===== src/rtl/instr_loader.sv =====
// rtl/instr_loader.sv - byte-stream program loader for the CPU instruction memory
`timescale 1ns/1ps

module instr_loader #(
    parameter int DEPTH = 32,
    parameter int CNT_W = 16
) (
    input  logic        clk_i,
    input  logic        rst_i,
    input  logic [7:0]  rx_data_i,
    input  logic        rx_valid_i,
    output logic        rx_ready_o,
    output logic        im_we_o,
    output logic [31:0] im_addr_o,
    output logic [31:0] im_data_o,
    output logic        cpu_rst_n_o,
    output logic        done_o,
    output logic        err_o
);

    typedef enum logic [2:0] {
        S_LEN_HI = 3'd0,
        S_LEN_LO = 3'd1,
        S_DATA   = 3'd2,
        S_WAIT   = 3'd3,
        S_DONE   = 3'd4,
        S_ERR    = 3'd5
    } state_t;

    // Word count is compared as a 32-bit unsigned quantity to keep widths explicit.
    localparam logic [31:0] DEPTH_U = 32'(DEPTH);
    localparam int          APAD_W  = 32 - CNT_W - 2;

    state_t             state_q, state_d;
    logic [7:0]         hdr_hi_q, hdr_hi_d;
    logic [CNT_W-1:0]   n_q, n_d;
    logic [CNT_W-1:0]   wcnt_q, wcnt_d;
    logic [1:0]         bcnt_q, bcnt_d;
    logic [23:0]        shift_q, shift_d;
    logic               ready_q, ready_d;
    logic               we_q, we_d;
    logic [31:0]        addr_q, addr_d;
    logic [31:0]        data_q, data_d;
    logic               done_q, done_d;
    logic               err_q, err_d;
    logic               cpu_rst_n_q, cpu_rst_n_d;

    logic               xfer;
    logic [15:0]        hdr_full;
    logic               last_word;

    assign xfer      = rx_valid_i & ready_q;
    assign hdr_full  = {hdr_hi_q, rx_data_i};
    assign last_word = (wcnt_q == (n_q - {{(CNT_W-1){1'b0}}, 1'b1}));

    // Next-state and registered-output decode; all outputs default to holding.
    always_comb begin
        state_d     = state_q;
        hdr_hi_d    = hdr_hi_q;
        n_d         = n_q;
        wcnt_d      = wcnt_q;
        bcnt_d      = bcnt_q;
        shift_d     = shift_q;
        we_d        = 1'b0;
        addr_d      = addr_q;
        data_d      = data_q;
        done_d      = done_q;
        err_d       = err_q;
        cpu_rst_n_d = cpu_rst_n_q;
        ready_d     = 1'b0;

        case (state_q)
            S_LEN_HI: begin
                if (xfer) begin
                    hdr_hi_d = rx_data_i;
                    state_d  = S_LEN_LO;
                end
            end
            S_LEN_LO: begin
                if (xfer) begin
                    n_d    = CNT_W'(hdr_full);
                    wcnt_d = '0;
                    bcnt_d = 2'd0;
                    if (hdr_full == 16'd0) begin
                        state_d = S_DONE;
                    end else if ({16'd0, hdr_full} > DEPTH_U) begin
                        state_d = S_ERR;
                    end else begin
                        state_d = S_DATA;
                    end
                end
            end
            S_DATA: begin
                if (xfer) begin
                    bcnt_d  = bcnt_q + 2'd1;
                    shift_d = {shift_q[15:0], rx_data_i};
                    if (bcnt_q == 2'd3) begin
                        we_d   = 1'b1;
                        addr_d = {{APAD_W{1'b0}}, wcnt_q, 2'b00};
                        data_d = {shift_q, rx_data_i};
                        wcnt_d = wcnt_q + {{(CNT_W-1){1'b0}}, 1'b1};
                        if (last_word) begin
                            state_d = S_WAIT;
                        end
                    end
                end
            end
            S_WAIT: begin
                // Lets the final write pulse retire before the CPU is released.
                state_d = S_DONE;
            end
            S_DONE: begin
                done_d      = 1'b1;
                cpu_rst_n_d = 1'b1;
            end
            S_ERR: begin
                err_d       = 1'b1;
                cpu_rst_n_d = 1'b0;
            end
            default: begin
                state_d = S_LEN_HI;
            end
        endcase

        // Ready is a pure function of the state being entered.
        ready_d = (state_d == S_LEN_HI) || (state_d == S_LEN_LO) || (state_d == S_DATA);
    end

    // State and output registers with synchronous active-low reset.
    always_ff @(posedge clk_i) begin
        if (!rst_i) begin
            state_q     <= S_LEN_HI;
            hdr_hi_q    <= 8'd0;
            n_q         <= '0;
            wcnt_q      <= '0;
            bcnt_q      <= 2'd0;
            shift_q     <= 24'd0;
            ready_q     <= 1'b0;
            we_q        <= 1'b0;
            addr_q      <= 32'd0;
            data_q      <= 32'd0;
            done_q      <= 1'b0;
            err_q       <= 1'b0;
            cpu_rst_n_q <= 1'b0;
        end else begin
            state_q     <= state_d;
            hdr_hi_q    <= hdr_hi_d;
            n_q         <= n_d;
            wcnt_q      <= wcnt_d;
            bcnt_q      <= bcnt_d;
            shift_q     <= shift_d;
            ready_q     <= ready_d;
            we_q        <= we_d;
            addr_q      <= addr_d;
            data_q      <= data_d;
            done_q      <= done_d;
            err_q       <= err_d;
            cpu_rst_n_q <= cpu_rst_n_d;
        end
    end

    assign rx_ready_o  = ready_q;
    assign im_we_o     = we_q;
    assign im_addr_o   = addr_q;
    assign im_data_o   = data_q;
    assign cpu_rst_n_o = cpu_rst_n_q;
    assign done_o      = done_q;
    assign err_o       = err_q;

endmodule


===== config.mk =====
export PLATFORM = sky130hd
export DESIGN_NAME = instr_loader
export DESIGN_NICKNAME = d
export VERILOG_FILES = /design/src/rtl/instr_loader.sv
export SDC_FILE = /design/constraint.sdc
export NUM_CORES = 1
export LEC_CHECK = 0
export ABC_AREA = 1
export CORE_MARGIN = 2
export CORE_UTILIZATION = 25
export DETAILED_ROUTE_END_ITERATION = 10
export GPL_TIMING_DRIVEN = 0
export PLACE_DENSITY_LB_ADDON = 0.15
export SETUP_SLACK_MARGIN = 0.05
export SYNTH_ARGS = -nofsm -noshare
export SYNTH_HDL_FRONTEND = slang
export SYNTH_SLANG_ARGS = --single-unit

===== constraint.sdc =====
create_clock -name clk_i -period 1.9 [get_ports clk_i]
set_input_delay 0.285 -clock clk_i [delete_from_list [all_inputs] [get_ports clk_i]]
set_output_delay 0.285 -clock clk_i [all_outputs]
set_load 0.02 [all_outputs]

==> out/summary.md, run 1 <==
The cell type of the slowest stage on the worst timing path was sky130_fd_sc_hd__dfxtp_1. Setup repair after global routing left no endpoint under its margin. The final critical-path required period works out to 1720 ps. The total half-perimeter wirelength after legalization and detailed placement was 12100 um; the area of the core was 0.0209 mm^2. On the worst path, the slowest cell contributes a delay of 310 ps. Sorting the synthesized cells by area gives the leading types as sky130_fd_sc_hd__dfxtp_1 46%, sky130_fd_sc_hd__o21ai_0 9.1%, sky130_fd_sc_hd__a21oi_1 7.1%. Along the worst path, the maximum fanout reaches 3. The total negative slack for setup checks is 0 ps.

Max-cap violations in this run came to 0. The width of the die is 150 um. Cell occurring most often along the worst timing path: sky130_fd_sc_hd__nand2_1. The final setup violation count came out at 0. The kind of path behind the tightest hold check is flop to flop.

Global-route wire length before repair: 26000 um. Cell taking the most area after synthesis: sky130_fd_sc_hd__dfxtp_1. The power per cell area works out to 945 mW/mm^2. The routed design has 16200 um of wire.

The count of endpoints failing hold in the final timing report came out at 0. Fraction of registers with async set or reset after synthesis: 0%. The flow ran to the end, and the final reports show no timing, DRC or antenna violations. Counting every instance in the synthesized netlist gives 716.

Pin placement for this block handled 80 I/O pins. The peak ir drop on the vdd network was 0.000583 V. In the final routing, the length of wire on met1 measures 7720 um. The layout overhead on the synthesized area is 33.1%, and the fraction of final layout cells sized beyond drive strength 1 is 10.9%. The worst hold slack after final layout was 468 ps. Number of antenna violations at the first check in global routing: 0. After filler insertion, the fill cell instance count of the layout stands at 2259. The repair_antennas step left the layout with diodes totalling 0. At the worst endpoint, the arrival time is 2040 ps.

The detail-routed net length per standard cell came out at 14.7 um. The root buffer cell was sky130_fd_sc_hd__clkbuf_16. The overall power of the completed layout was 6.66 mW. The clock latency on the worst-skew pair is 430 ps.

After clock tree synthesis, the clock-pin slew on the worst setup and hold paths is 60 ps. The average instance area after synthesis is 7.39 um^2. The data required time at the worst endpoint was 2220 ps; the total of buffers placed on input and output ports was 63. Sorting the synthesized cells by how often they occur yields 122 x sky130_fd_sc_hd__dfxtp_1, 96 x sky130_fd_sc_hd__nand2_1, 96 x sky130_fd_sc_hd__o21ai_0.

The tools report the critical path endpoint category as a flop. On the final layout, the worst clock skew is 11.7 ps. TritonCTS built the clock tree. The logs give 0.762 for the final RePlAce weighted congestion and 5 for the number of detailed-route iterations in the first pass. The signal on the critical path passes through inv_1 -> ha_4 -> inv_1 -> nand2_1 -> nand2_1 -> nor2_1 -> nand2_1 -> nor2_2 -> nand2_1 -> nor2_1 -> nand2_1 -> nor2_1 -> nand2_1 -> nand2_1 -> nor2_1.

The worst setup path is of the flop to flop kind. The area share of the largest cell type after synthesis is 46.1%. For the leakage power, the log shows 2.80 nW. After detailed routing, the number of remaining DRC violations is 0. For this configuration, the core starts out at a cell density of 25.3%. At the pin with the least slew margin, the transition time is 612 ps.

The most common cell in the synthesized netlist is sky130_fd_sc_hd__dfxtp_1. For this run, the leading register cell type out of synthesis is sky130_fd_sc_hd__dfxtp_1. The highest signal layer in the routed design is met4. The die covers 0.0224 mm^2. The H-tree was split into 4 levels. The synthesis-stage register bit count was 122. The number of clock buffers inserted by TritonCTS was 17. Via count of the first global-routing pass: 4703. Derived from the worst setup path, the maximum achievable clock frequency is 0.583 GHz. The clock passes through at most 2 buffers. The chip height was 150 um; the number of placement rows was 53.

The CTS sink count is 122, and the wire length on met2 is 7740 um. The worst pin sits at a relative slew slack of 59.2%. The number of different library cells in the post-synthesis netlist is 31. For this design, the CTS-stage hold fixing added 0 buffers.

The share of the Yosys chip area taken by registers is 46.1%. After detailed routing, the met3 layer carries 648 um of wire. The run gives 0 as the final-report max-slew violation count. For this run the aggregate overflow at the end of global routing stands at 0.

After layout, the worst path uses 90.3% of the clock period. The run gives 830 as the final-stage net count. The number of enable flip-flop cells after synthesis is 0. For this run, the total global-route usage over all layers was measured as 15.2%. In the routed layout, each cell is associated on average with a via count of 4.45. The logs give 4914 for the overall via count from detail_route and 0.00529 mm^2 for the cell area after synthesis.

Setup slack closes at 183 ps. The detail route stage leaves a number of antenna-violating nets equal to 0. The tools report the setup slack after placement as -300 ps. STA classifies the critical path startpoint as a flop.

For this run, the number of Yosys warnings is 0. For this block, the initial DRC count from the detailed router was 247. Entering global routing, the biggest net connects 17 pins.
through the flow:
step | cell area (um^2) | utilization (%) | cells
after floorplan | 5350 | - | 731
after global placement | 6320 | 30.3 | 1069
after detailed placement | 6320 | 30.3 | 1069
after CTS | 6980 | 33.4 | 1101
after global routing | 7050 | 33.7 | 1104
final | 7050 | 33.7 | 1104
per-layer routing:
layer | global-route usage [%] | vias to the layer above
li1 | - | 2541
met4 | 4.43 | 0
met2 | 24.8 | 91
met1 | 19.8 | 2270
met3 | 3.66 | 12
met5 | 0 | -
worst max-delay path, delay by kind of cell, from the launching register on:
family	cells	cell delay, ps
DFF	1	310
adders and majority gates	1	290
and+or+nand+nor	12	910
buffers and inverters	2	120
sequential cells by signal, indices dropped and copies added (netlist names):
signal,flops
bcnt_q,2
cpu_rst_n_o,1
done_o,1
err_o,1
hdr_hi_q,8
im_addr_o,16
im_data_o,32
im_we_o,1
n_q,16
rx_ready_o,1
shift_q,24
state_q,3
wcnt_q,16
what timing repair did:
action                                 in CTS  in global routing
gates cloned                                0                  0
endpoints found under the hold margin       0                  0
setup endpoints to repair                   2                 33
pin swaps                                   0                  3
buffers inserted                            0                  3
gates resized for setup                     2                 17
layout by cell type, fill, tap and decap left out, types with 21 or more instances in the layout:
master	instances
sky130_fd_sc_hd__inv_1	61
sky130_fd_sc_hd__clkdlybuf4s50_1	63
sky130_fd_sc_hd__dfxtp_1	120
sky130_fd_sc_hd__buf_4	21
sky130_fd_sc_hd__nand3_1	37
sky130_fd_sc_hd__a21oi_1	75
sky130_fd_sc_hd__nand2_1	96
sky130_fd_sc_hd__clkbuf_1	21
sky130_fd_sc_hd__nor2_1	89
sky130_fd_sc_hd__o21ai_0	96
logic make-up (layout without fill, tap and decap cells):
kind of cell | Yosys count | count (layout) | share of synthesized area [%]
AO/OA/AOI/OAI | 184 | 184 | 17.9
adder cells (fa/ha/maj) | 3 | 3 | 0.709
flip-flops | 122 | 122 | 46.1
XOR/XNOR | 15 | 15 | 2.48
buffers and inverters | 120 | 218 | 9.97
AND/OR/NAND/NOR | 271 | 271 | 22.8
other | 1 | 16 | 0.0708
worst paths after layout:
check	from	endpoint	slack (ps)	cells after the start
worst max-delay path	n_q[1]$_SDFFE_PN0P_	rx_ready_o$_SDFF_PN0_	180	15
worst min-delay path	shift_q[5]$_SDFFE_PN0P_	shift_q[5]$_SDFFE_PN0P_	470	2
worst max register to register	n_q[1]$_SDFFE_PN0P_	rx_ready_o$_SDFF_PN0_	180	15
worst min register to register	shift_q[5]$_SDFFE_PN0P_	shift_q[5]$_SDFFE_PN0P_	470	2
report_power, final:
| group | switching (mW) | internal, mW | total (mW) |
|---|---|---|---|
| registers | 0.0292 | 2.59 | 2.62 |
| clock network | 1.23 | 2.34 | 3.57 |
| logic | 0.293 | 0.171 | 0.465 |
| total | 1.55 | 5.11 | 6.66 |
layout make-up:
class	count	area [um^2]	area share [%]
inverter	72	270	3.84
multi-input combinational	489	2420	34.4
buffer	48	262	3.71
clock inverter	9	159	2.26
timing repair buffer	66	653	9.27
clock buffer	23	488	6.93
tap	275	344	4.88
sequential	122	2440	34.7
Note: power is estimated with default switching activity, not from simulation.
==> run 2, diff against run 1 <==
--- a/config.mk
+++ b/config.mk
@@ -6,11 +6,13 @@
 export NUM_CORES = 1
 export LEC_CHECK = 0
 export ABC_AREA = 1
+export CORE_ASPECT_RATIO = 1.75
 export CORE_MARGIN = 2
 export CORE_UTILIZATION = 25
+export CTS_CLUSTER_SIZE = 25
 export DETAILED_ROUTE_END_ITERATION = 10
 export GPL_TIMING_DRIVEN = 0
-export PLACE_DENSITY_LB_ADDON = 0.15
+export PLACE_DENSITY = 0.41
 export SETUP_SLACK_MARGIN = 0.05
 export SYNTH_ARGS = -nofsm -noshare
 export SYNTH_HDL_FRONTEND = slang
==> out/summary.md, run 2 (synthesized netlist as in run 1, its figures left out) <==
The flow ran to the end, and the final reports show no timing, DRC or antenna violations. Cell depth of the worst min-delay path: 1. The tree is rooted in a sky130_fd_sc_hd__clkbuf_16.

Dividing the detail-routed via count by the number of cells gives 4.57. The later pin in the worst-skew pair is clocked with a latency of 420 ps. The finished cells cover 0.00701 mm^2. Total negative slack for setup checks: 0 ps. STA classifies the critical path startpoint as a flop. The number of antenna violations at the first check in global routing came out at 0. Buffers inserted to repair hold after CTS numbered 0. The worst setup skew after layout came out at 10.8 ps. The width of the die works out to 114 um. Setup repair after global routing could not meet its margin everywhere. The startpoint identified for the worst hold timing path is bcnt_q[0]$_SDFFE_PN0P_.

The cell that appears most often on the critical path is sky130_fd_sc_hd__nand2_1. The final layout contains routed wiring with a total length of 17800 um. The detail-routed net length per standard cell was 16.5 um; the largest net degree at the start of global routing was 17.

Final hold analysis gives a worst-case slack of 465 ps. Counting cells, the worst reg-to-reg path comes to 15. Setup slack closes at 159 ps.

The die is 197 um tall. Setup violations remaining at the end of the flow were counted as 0. The highest achievable clock rate was 0.574 GHz. Across the VDD grid, the largest voltage drop is 0.000552 V. The deepest clock path buffer count was 2. Including well taps, the total number of placed cells is 1046. Total of buffers placed on input and output ports: 63. For this design the static power due to leakage is 2.79 nW. The signal on the critical path passes through inv_4 -> ha_4 -> inv_1 -> nand2_1 -> nand2_1 -> nor2_1 -> nand2_1 -> nor2_1 -> nand2_1 -> nor2_1 -> nand2_1 -> nor2_2 -> nand2_2 -> nand2_1 -> nor2_2. The count of endpoints failing hold in the final timing report is 0. The layout overhead on the synthesized area was 32.4%. Hold path endpoint: bcnt_q[0]$_SDFFE_PN0P_.

Across the run, the number of max-cap violations was 0. The run gives 33.6% as the post-route core utilization. Counting the buffers created by CTS gives 17. The cell type of the slowest stage on the worst timing path is sky130_fd_sc_hd__dfxtp_4.

In the layout the commonest cells are 117 x sky130_fd_sc_hd__dfxtp_1, 96 x sky130_fd_sc_hd__o21ai_0, 93 x sky130_fd_sc_hd__nand2_1. The logs give 28000 um for the global-route wire length before repair and 122 for the CTS sink count. The worst setup path is captured at a flop. The die covers 0.0224 mm^2. The kind of path behind the tightest hold check was flop to flop. For this design the top-level I/O count stands at 80. The tools report the iteration-0 DRC count of the detailed router as 212.

Power spread over the standard cell area amounts to 926 mW/mm^2. For the number of placement rows, the log shows 70. The net count of the finished layout is 829. The final critical-path required period is 1740 ps, and the overall power of the completed layout is 6.49 mW. The setup slack after placement is -311 ps, and the data required time at the worst endpoint is 2220 ps.

The register with the most flip-flops in the layout has 32 of them. The final critical path takes up 91.6% of the cycle. Number of cells in the finished layout apart from fillers: 1080. TritonCTS built the clock tree. Fill cell instance count of the final layout: 2317. The tools report the overall via count from detail_route as 4933. Detailed placement ended at an HPWL of 14000 um. 0 antenna diodes ended up in the layout. For this run, the total global-route usage over all layers was measured as 16.7%. Summed over all layers, the global routing overflow is 0. Of all nets on the critical path, the largest fanout is 4.

Fraction of final layout cells sized beyond drive strength 1: 11.7%. The startpoint identified for the worst register-to-register timing path is n_q[0]$_SDFFE_PN0P_. Before antenna repair, the detailed router went through 4 iterations.

For this run, the slowest stage of the critical path takes 370 ps. CTS built an H-tree with a depth of 4. The run gives 0 as the final-report max-slew violation count. The reg-to-reg critical path endpoint was rx_ready_o$_SDFF_PN0_. For the pin with the worst max-slew slack, the measured transition is 633 ps.

The clock-pin transition on the worst setup and hold timing paths is 60 ps, and the number of remaining DRC errors is 0. By startpoint and endpoint, the worst setup path is classified as flop to flop. The slack of the worst reg-to-reg path came out at 160 ps.

The area of the core came out at 0.0208 mm^2. Most common cell after layout, fill and taps aside: sky130_fd_sc_hd__dfxtp_1. Data arrives at the worst endpoint at 2060 ps. After detailed placement, the total cell area comes to 0.00630 mm^2. The via count of the first global-routing pass was 5051; the initial cell density of the core was 25.4%. The relative slew slack is 57.8%.

At the end of routability-driven placement, the weighted congestion stood at 0.830. Once detail routing completed, the nets flagged for antenna violations numbered 0.
-- run 2: changes by cell type in the layout (fill, tap and decap cells not counted), moves of 2 or more --
cell                         delta
sky130_fd_sc_hd__clkinvlp_4     +2
sky130_fd_sc_hd__dfxtp_1        -3
sky130_fd_sc_hd__inv_2          -2
sky130_fd_sc_hd__nand2_1        -3
sky130_fd_sc_hd__nor2_1         -3
sky130_fd_sc_hd__nor2_2         +4
sky130_fd_sc_hd__inv_6          -2
sky130_fd_sc_hd__dfxtp_2        +2
sky130_fd_sc_hd__nand2_2        +3
sky130_fd_sc_hd__clkbuf_2       -2
-- run 2: repair_timing --
item,4_1_cts,5_1_grt
endpoints found under the setup margin,2,23
pin swaps,2,3
setup buffers,0,2
gates resized for setup,5,22
-- run 2: critical path: cells and delay by family, from the launching register on --
family | cells | cell delay [ps]
adder cells (fa/ha/maj) | 1 | 280
AND/OR/NAND/NOR | 12 | 880
buffers and inverters | 2 | 100
flip-flops | 1 | 370
-- run 2: cell type report --
cell class / count / area, um^2 / area share [%]
buffer: 48 / 262 / 3.73
clock buffer: 22 / 484 / 6.91
clock inverter: 10 / 140 / 2.00
inverter: 72 / 273 / 3.89
multi-input combinational: 489 / 2440 / 34.8
sequential: 122 / 2450 / 35.0
tap: 252 / 315 / 4.50
timing repair buffer: 65 / 646 / 9.21
-- run 2: report_power, final --
part / internal (mW) / total, mW / switching, mW
Clock: 2.20 / 3.40 / 1.20
Combinational: 0.164 / 0.473 / 0.309
Sequential: 2.59 / 2.62 / 0.0284
-- run 2: how the worst max path moves through the flow --
stage | cells past startpoint | from | to | slack (ps)
5_1_grt | 12 | n_q[2]$_SDFFE_PN0P_ | rx_ready_o$_SDFF_PN0_ | 1
3_5_place_dp | 9 | rx_valid_i | wcnt_q[8]$_SDFFE_PN0P_ | -310
2_1_floorplan | 8 | rx_ready_o$_SDFF_PN0_ | wcnt_q[8]$_SDFFE_PN0P_ | 350
6_report | 15 | n_q[0]$_SDFFE_PN0P_ | rx_ready_o$_SDFF_PN0_ | 160
4_1_cts | 15 | n_q[0]$_SDFFE_PN0P_ | rx_ready_o$_SDFF_PN0_ | 60
3_3_place_gp | 9 | rx_valid_i | wcnt_q[8]$_SDFFE_PN0P_ | -340
-- run 2: metal layers --
metal	track usage [%]	routed length, um	part of all wire [%]
met1	15.8	6260	35
met2	33.2	10400	59
met3	2.34	411	2.3
met4	9.35	667	3.8
met5	0	0	0
==> run 3, diff against run 2 <==
==> constraint.sdc (replaced) <==
create_clock -name clk_i -period 2.17 [get_ports clk_i]
set_input_delay 0.3255 -clock clk_i [delete_from_list [all_inputs] [get_ports clk_i]]
set_output_delay 0.3255 -clock clk_i [all_outputs]
set_load 0.02 [all_outputs]
==> out/summary.md, run 3 (synthesized netlist as in run 1, its figures left out) <==
The run finished with clean final reports. The analysis attributes to cell leakage a power of 2.77 nW. For the worst setup path, the data arrival time is 2250 ps. The highest achievable clock rate is 0.517 GHz, and the floorplan die area is 0.0224 mm^2. Grouping stages by cell kind, the critical path spends the most delay in simple AND/OR/NAND/NOR gates. The critical path contains buffers and inverters numbering 2 combined. In this run, CTS created clock tree buffers numbering 17. The kind of start point of the critical path was a flop. The count of endpoints failing hold in the final timing report came out at 0. After detailed routing, the number of vias per cell comes to 4.58. The most numerous cell type found on the critical path is sky130_fd_sc_hd__nand2_1. In this run the worst hold path is classified as flop to flop.

The most heavily used metal layer in global routing was met2. For the global-route wire length before repair, the log shows 27900 um. The worst setup path is of the flop to flop kind. On the critical path, the stage with the largest delay is an instance of sky130_fd_sc_hd__dfxtp_1.

For met3 alone, demand over resource in global routing was 2.34%. The chip height was 197 um; the post-CTS setup buffer count was 0. The overflow left after global routing came out at 0. The tools report the number of remaining DRC errors as 0. The tools report the final-stage net count as 827. The critical path endpoint category is a flop. The first detailed-routing pass ran for 4 iterations.

The area occupied by multi-input gates was 0.00240 mm^2. The highest fanout seen on the critical path was 4; the deepest clock path buffer count was 2. The logs give 4 for the number of H-tree levels and 2480 ps for the data required time at the worst endpoint.

Setup repair after global routing left no endpoint under its margin. Global routing used 33.3% of the available met2 tracks. In this design, the stage delay of the slowest critical-path cell is 390 ps. The initial cell density of the core is 25.4%, and the largest net degree at the start of global routing is 17. The total of buffers placed on input and output ports was 63; the fraction of final layout cells sized beyond drive strength 1 was 9.69%. The core region is 0.0208 mm^2. Final clock period utilization by the worst path: 89.1%.

The library cell used most frequently in the layout, excluding fill and tap cells, is sky130_fd_sc_hd__dfxtp_1. The number of placed instances, taps included, is 1046. The final layout contains routed wiring with a total length of 17800 um. At the end of routability-driven placement, the weighted congestion stood at 0.830.

The layout overhead on the synthesized area was 31.2%. For the number of max-capacitance violations reported, the log shows 0. In the final routed layout, each cell accounts on average for 16.5 um. For the worst-skew pair, the clock arrives at the later sink with an insertion delay of 420 ps.

The routed layout has 4934 vias. Once layout is complete, the cells apart from fillers number 1078. For the worst flop-to-flop path, the logic depth is 15. Leaving out fill and tap cells, the most frequent cells in the layout are 122 x sky130_fd_sc_hd__dfxtp_1, 96 x sky130_fd_sc_hd__nand2_1, 96 x sky130_fd_sc_hd__o21ai_0. The critical path goes through inv_1 -> ha_4 -> inv_1 -> nand2_1 -> nand2_1 -> nor2_1 -> nand2_1 -> nor2_1 -> nand2_1 -> nor2_1 -> nand2_1 -> nor2_1 -> nand2_1 -> nand2_1 -> nor2_1. The peak ir drop on the vdd network was 0.000484 V. For the pin with the worst max-slew slack, the measured transition is 623 ps. Across the routed clock network, the largest skew measured is 9.09 ps. The reg-to-reg critical path endpoint was rx_ready_o$_SDFF_PN0_.

The worst register-to-register path has a setup slack of 240 ps. Power comes to 5.67 mW. The final critical-path required period came out at 1930 ps. For the iteration-0 DRC count of the detailed router, the log shows 182. The width of the die is 114 um, and the flip-flop count of the largest register after layout is 32. The logs give 70 for the number of placement rows and 0 for the final setup violation count. The number of antenna violations at the first check in global routing came out at 0.

The via count of the first global-routing pass is 5021, and the met1 usage is 15.9%. The worst hold path begins at bcnt_q[0]$_SDFFE_PN0P_. The cell depth of the worst min-delay path was 1. The run gives 0 as the final-report max-slew violation count.

The worst register-to-register path begins at n_q[0]$_SDFFE_PN0P_. Fill cell instance count of the final layout: 2327. The clock net in this run drives a total of 122 sinks. Power spread over the standard cell area amounts to 817 mW/mm^2. Summed over all nets, the half-perimeter wirelength after detailed placement is 14000 um.

The root buffer cell is sky130_fd_sc_hd__clkbuf_16. The antenna diode count is 0, and the overall global routing resource usage is 16.7%. The hold path endpoint is bcnt_q[0]$_SDFFE_PN0P_. TritonCTS built the clock tree. In this run the count of I/O pins placed on the die edge is 80. Clock-pin slew was measured on the worst setup and hold paths at 60 ps. Across the whole layout, storage elements account for 0.00244 mm^2. The detail route stage leaves a number of antenna-violating nets equal to 0. Relative slew slack: 58.5%.
run 3: cell count changes in the layout (fill, tap and decap cells not counted), sizes merged:
cell and change:
buf -2
run 3: cell type report:
type	instances	share of cell area, %
flip-flops and latches	122	35.2
multi-input cells	489	34.6
repair buffers	63	9.08
clock buffers	22	6.97
well taps	252	4.54
inverters	72	3.89
plain buffers	48	3.71
clock inverters	10	2.02
run 3: metrics by stage:
| step | TNS [ps] | area (um^2) | hold slack (ps) | utilization [%] | setup WS (ps) |
|---|---|---|---|---|---|
| 2_1_floorplan | 0 | 5350 | 429 | - | 624 |
| 3_3_place_gp | -787 | 6300 | 450 | 30.2 | -108 |
| 6_report | 0 | 6950 | 462 | 33.3 | 236 |
| 5_1_grt | 0 | 6950 | 485 | 33.3 | 63.4 |
| 4_1_cts | 0 | 6920 | 468 | 33.2 | 97.2 |
| 3_5_place_dp | -393 | 6300 | 457 | 30.2 | -81.7 |
run 3: worst max path at each step:
stage,from,depth (start not counted),to
floorplan,rx_ready_o$_SDFF_PN0_,8,wcnt_q[8]$_SDFFE_PN0P_
global placement,rx_valid_i,9,wcnt_q[8]$_SDFFE_PN0P_
detailed placement,rx_valid_i,9,wcnt_q[8]$_SDFFE_PN0P_
CTS,n_q[0]$_SDFFE_PN0P_,15,rx_ready_o$_SDFF_PN0_
global route,n_q[0]$_SDFFE_PN0P_,15,rx_ready_o$_SDFF_PN0_
finish,n_q[0]$_SDFFE_PN0P_,15,rx_ready_o$_SDFF_PN0_
run 3: where the power goes:
group	switching, mW	leakage, nW	total, mW	internal (mW)
Combinational	0.264	1.48	0.403	0.139
Sequential	0.0245	0.985	2.30	2.27
Clock	1.05	0.298	2.98	1.93
Total	1.34	2.77	5.67	4.34
run 3: layer usage:
layer | part of all wire [%] | routed length [um]
met1 | 35 | 6310
met2 | 58 | 10400
met3 | 2.4 | 429
met4 | 3.7 | 663
met5 | 0 | 0
run 3: timing repair:
item | CTS | global route
hold buffers | 0 | 0
gates resized for setup | 0 | 4
endpoints found under the setup margin | 0 | 2
